==> config.mk <==
export PLATFORM = sky130hd
export DESIGN_NAME = fetch_unit
export DESIGN_NICKNAME = d
export VERILOG_FILES = /design/src/rtl/fetch_unit.sv
export SDC_FILE = /design/constraint.sdc
export NUM_CORES = 1
export LEC_CHECK = 0
export CORE_MARGIN = 4
export CORE_UTILIZATION = 45
export DETAILED_ROUTE_END_ITERATION = 6
export PLACE_DENSITY = 0.87
export REMOVE_ABC_BUFFERS = 1
export SYNTH_ARGS = -nofsm -noshare
export SYNTH_HDL_FRONTEND = slang
export SYNTH_SLANG_ARGS = --single-unit
==> constraint.sdc <==
create_clock -name clk -period 4.05 [get_ports clk]
set_clock_uncertainty 0.05 [all_clocks]
set_input_delay 0.6075 -clock clk [delete_from_list [all_inputs] [get_ports clk]]
set_output_delay 0.6075 -clock clk [all_outputs]
set_load 0.005 [all_outputs]
==> src/rtl/fetch_unit.sv <==
// Instruction-fetch stage: owns the PC, drives a 1-cycle-latency instruction BRAM,
// and squashes the single wrong-path instruction after a redirect.
module fetch_unit #(
  parameter int unsigned ADDR_W   = 14,
  parameter logic [31:0] RESET_PC = 32'h0
) (
  input  logic              clk,
  input  logic              rstn,
  input  logic              start,
  input  logic              stall,
  input  logic [31:0]       npc,
  input  logic              stop,
  output logic              imem_en,
  output logic [ADDR_W-1:0] imem_addr,
  input  logic [31:0]       imem_rdata,
  output logic [31:0]       pc,
  output logic [31:0]       inst,
  output logic              inst_valid,
  output logic              halted,
  output logic [31:0]       fetch_count
);

  typedef enum logic [1:0] {IDLE, RUN, HALT} state_t;

  state_t      state, state_nx;
  logic [31:0] f_pc, f_pc_nx;
  logic [31:0] d_pc, d_pc_nx;
  logic        d_valid, d_valid_nx;
  logic        start_accept, accept, halt_req, redirect;
  logic [31:0] npc_word, issue_pc;
  logic        unused_bits;

  always_comb begin
    start_accept = start && (state != RUN);
    accept       = d_valid && !stall;
    npc_word     = {npc[31:2], 2'b00};
    halt_req     = accept && stop;
    redirect     = accept && !stop && (npc_word != d_pc + 32'd4);
    issue_pc     = start_accept ? RESET_PC : f_pc;

    state_nx   = state;
    f_pc_nx    = f_pc;
    d_pc_nx    = d_pc;
    d_valid_nx = d_valid;
    case (state)
      IDLE, HALT: begin
        if (start) begin
          state_nx   = RUN;
          d_pc_nx    = RESET_PC;
          d_valid_nx = 1'b1;
          f_pc_nx    = RESET_PC + 32'd4;
        end
      end
      RUN: begin
        if (!stall) begin
          if (halt_req) begin
            state_nx   = HALT;
            d_valid_nx = 1'b0;
          end else if (redirect) begin
            // The sequential fetch issued this cycle is the wrong path; drop it.
            d_pc_nx    = f_pc;
            d_valid_nx = 1'b0;
            f_pc_nx    = npc_word;
          end else begin
            d_pc_nx    = f_pc;
            d_valid_nx = 1'b1;
            f_pc_nx    = f_pc + 32'd4;
          end
        end
      end
      default: state_nx = IDLE;
    endcase
  end

  always_ff @(posedge clk or negedge rstn) begin
    if (!rstn) begin
      state       <= IDLE;
      f_pc        <= RESET_PC;
      d_pc        <= RESET_PC;
      d_valid     <= 1'b0;
      fetch_count <= '0;
    end else begin
      state   <= state_nx;
      f_pc    <= f_pc_nx;
      d_pc    <= d_pc_nx;
      d_valid <= d_valid_nx;
      if (accept) fetch_count <= fetch_count + 32'd1;
    end
  end

  assign imem_en     = ((state == RUN) && !stall && !halt_req) || start_accept;
  assign imem_addr   = issue_pc[ADDR_W+1:2];
  assign pc          = d_pc;
  assign inst_valid  = d_valid;
  assign inst        = d_valid ? imem_rdata : 32'h0000_0001;
  assign halted      = (state == HALT);
  assign unused_bits = ^{npc[1:0], issue_pc[1:0], issue_pc[31:ADDR_W+2]};

endmodule

==> flow_metrics.py <==
metrics = {
    "logic_synthesis": {
        "synth-seq-cells": 95,
        "synth-seq-area-share_pct": 34.82,
        "synth_area_leaders": "dfrtp_1 35%, xnor2_1 5.1%, nand3_1 4.8%",
        "synth-main-ff-cell": "dfrtp_1",
        "synth_area_sq_um": 6828,
        "avgSynthCellArea_sq_um": 8.388,
        "yosysWarnings": 0,
        "synth_top_area_cell": "dfrtp_1",
        "synth.top_cell.area_share_pct": 34.82,
        "async_flop_share_pct": 100.0,
        "synthDistinctLibCells": 71,
        "synth_edf_count": 0,
        "synth_cells": 814,
    },
    "routing": {
        "vias_per_cell": 6.225,
        "routed_wl_microns": 22300,
        "drtAntennaViolNets": 0,
        "drc_errors": 0,
        "drt-wirelength-per-cell_microns": 19.09,
        "drtIter0Drc": 561,
        "first_pass_iters": 5,
        "vias": 7271,
    },
    "floorplanning": {
        "start_util_pct": 46.45,
        "die_area_sq_um": 17210,
        "row_count": 44,
        "chipWidth_microns": 131.2,
        "ioPinCount": 182,
        "die_y_microns": 131.2,
        "core-area_sq_um": 14700,
    },
    "place": {
        "dp_hpwl_microns": 16140,
        "portBuffers": 177,
        "place_congestion": 0.9632,
        "post-place-ws_ns": 0.3660,
        "place_area_sq_um": 8830,
    },
    "finish": {
        "final_common_cell": "clkdlybuf4s50_1",
        "design_area_sq_um": 9102,
        "drive_gt1_share_pct": 6.504,
        "insertedDiodeCount": 0,
        "final_util_pct": 61.93,
        "nets": 1051,
        "final_cell_mix": "176 x clkdlybuf4s50_1, 95 x dfrtp_1, 69 x nand2_1",
        "area_growth_pct": 33.32,
    },
    "sta": {
        "fmax_mhz": 265.2,
        "slew_viol_final": 0,
        "finalSetupViolations": 0,
        "setup_slack_ns": 0.2787,
        "slew-limit-headroom_pct": 46.95,
        "hold_violations": 0,
        "setup_tns_ns": 0,
        "tightest_slew_ns": 0.7957,
        "rsz0062_at_grt": "no",
        "finalCritPeriodShare_pct": 93.12,
        "min_period_ns": 3.771,
    },
    "worst_setup_path": {
        "worstPathMaxFanout": 17,
        "cp-end-kind": "flip-flop",
        "cp.arrival_ns": 3.96,
        "crit_type": "flip-flop to flip-flop",
        "startpoint_type": "flip-flop",
        "crit_required_ns": 4.24,
    },
    "clocking": {
        "cts_setup_buffers": 0,
        "cts.sinks": 95,
        "cts-root-buf": "clkbuf_16",
        "cts-resized-gates": 0,
        "clock_path_buffers": 2,
        "clkLatencyLatePin_ns": 0.36,
        "cts_buffers": 9,
        "htreeDepth": 3,
        "cts_tree": "done",
        "cts_hold_buf": 0,
        "path_clk_slew_ns": 0.07,
    },
    "global_route": {
        "grt_max_degree": 51,
        "gr-total-overflow": 0,
        "grt_first_pass_wirelength_microns": 36260,
        "track_usage_pct": 25.27,
        "grt_pass1_vias": 6938,
        "antenna_found_initial": 0,
    },
    "hold_path": {
        "worstHoldPathType": "input port to async pin",
    },
    "power_and_ir_drop": {
        "ir_drop_v": 0.0002719,
        "cellLeakagePower_nw": 3.733,
        "power.density_nw_per_um2": 472.5,
    },
    "run_status": {
        "status": "finished, final reports clean",
    },
    "run": {
        "maxCapViolCount": 0,
    },
}
## metrics by stage
step	hold WS (ns)	instances	power [mW]
2_1_floorplan	0.2619	761	2.360
3_3_place_gp	0.4068	1152	3.417
3_5_place_dp	0.4091	1152	3.459
4_1_cts	0.2501	1168	4.294
5_1_grt	0.2908	1168	4.561
6_report	0.2266	1168	4.301
## cell type report
type | instances | area (sq um)
Fill cell | 1277 | 5597
Clock inverter | 6 | 43.79
Inverter | 17 | 63.81
Multi-Input combinational cell | 649 | 4151
Clock buffer | 10 | 229.0
Sequential cell | 95 | 2377
Timing Repair Buffer | 207 | 2007
Tap cell | 184 | 230.2
## Yosys cell counts (all sizes together), types with 4 or more instances
library cell and instances:
or3 8, nand3 65, o2bb2ai 6, o2111ai 13
nor2b 7, a21boi 4, a211oi 8, clkbuf 35
a41oi 6, a221oi 4, o22ai 5, nor3 10
nor2 60, dfrtp 95, and2 43, xor2 26
a21oi 40, nor4b 5, and4 12, o21ai 31
a31oi 7, a22o 17, a211o 14, xnor2 40
and3 22, mux2i 5, nand2b 21, or2 4
nand4 33, nor4 12, a2111o 4, inv 17
o32ai 7, nand2 70, buf 19
## critical path: stages, from the launching register on
cell and delay [ns]:
dfrtp_1 0.49, nand4_1 0.26, or4_1 0.66, nor3_2 0.37
mux2_2 0.41, or4_4 0.58, nor2_4 0.12, buf_4 0.26
nor2_1 0.08, a2111o_1 0.35
## routing by layer
metal,part of all wire (%),global-route usage (%)
met5,0,0
met1,42,34.72
met2,47,39.98
met3,8.7,4.817
met4,2.7,9.277
## sequential cells by signal (all words and copies together), names as in the netlist
register / cells
state: 2
inst_valid: 1
pc: 30
f_pc: 30
fetch_count: 32
## worst paths after layout
path | start | to | slack, ns | cells past startpoint
min in group clk | fetch_count[31] | fetch_count[31] | 0.41 | 1
hold reg to reg | fetch_count[31] | fetch_count[31] | 0.41 | 1
setup / recovery | pc[10] | f_pc[22] | 0.28 | 9
hold / removal | rstn | fetch_count[0] | 0.23 | 1
setup reg to reg | pc[10] | f_pc[22] | 0.28 | 9
max in group asynchronous | rstn | pc[14] | 2.86 | 2
## report_power, final
part	switching, mW	internal [mW]	total (mW)
clock network	0.399	0.421	0.821
registers	0.330	1.15	1.48
logic	0.991	1.01	2.00
total	1.72	2.58	4.30
## kinds of logic after synthesis
group	count (synthesis)	share of synthesized area, %
AO/OA/AOI/OAI	192	20.21
AND/OR/NAND/NOR	379	30.14
adder cells (fa/ha/maj)	3	0.5498
other	1	0.05492
buffers and inverters	71	4.691
multiplexers	7	1.063
XOR/XNOR	66	8.466
flip-flops	95	34.82
Power figures use the tool's default switching activity.
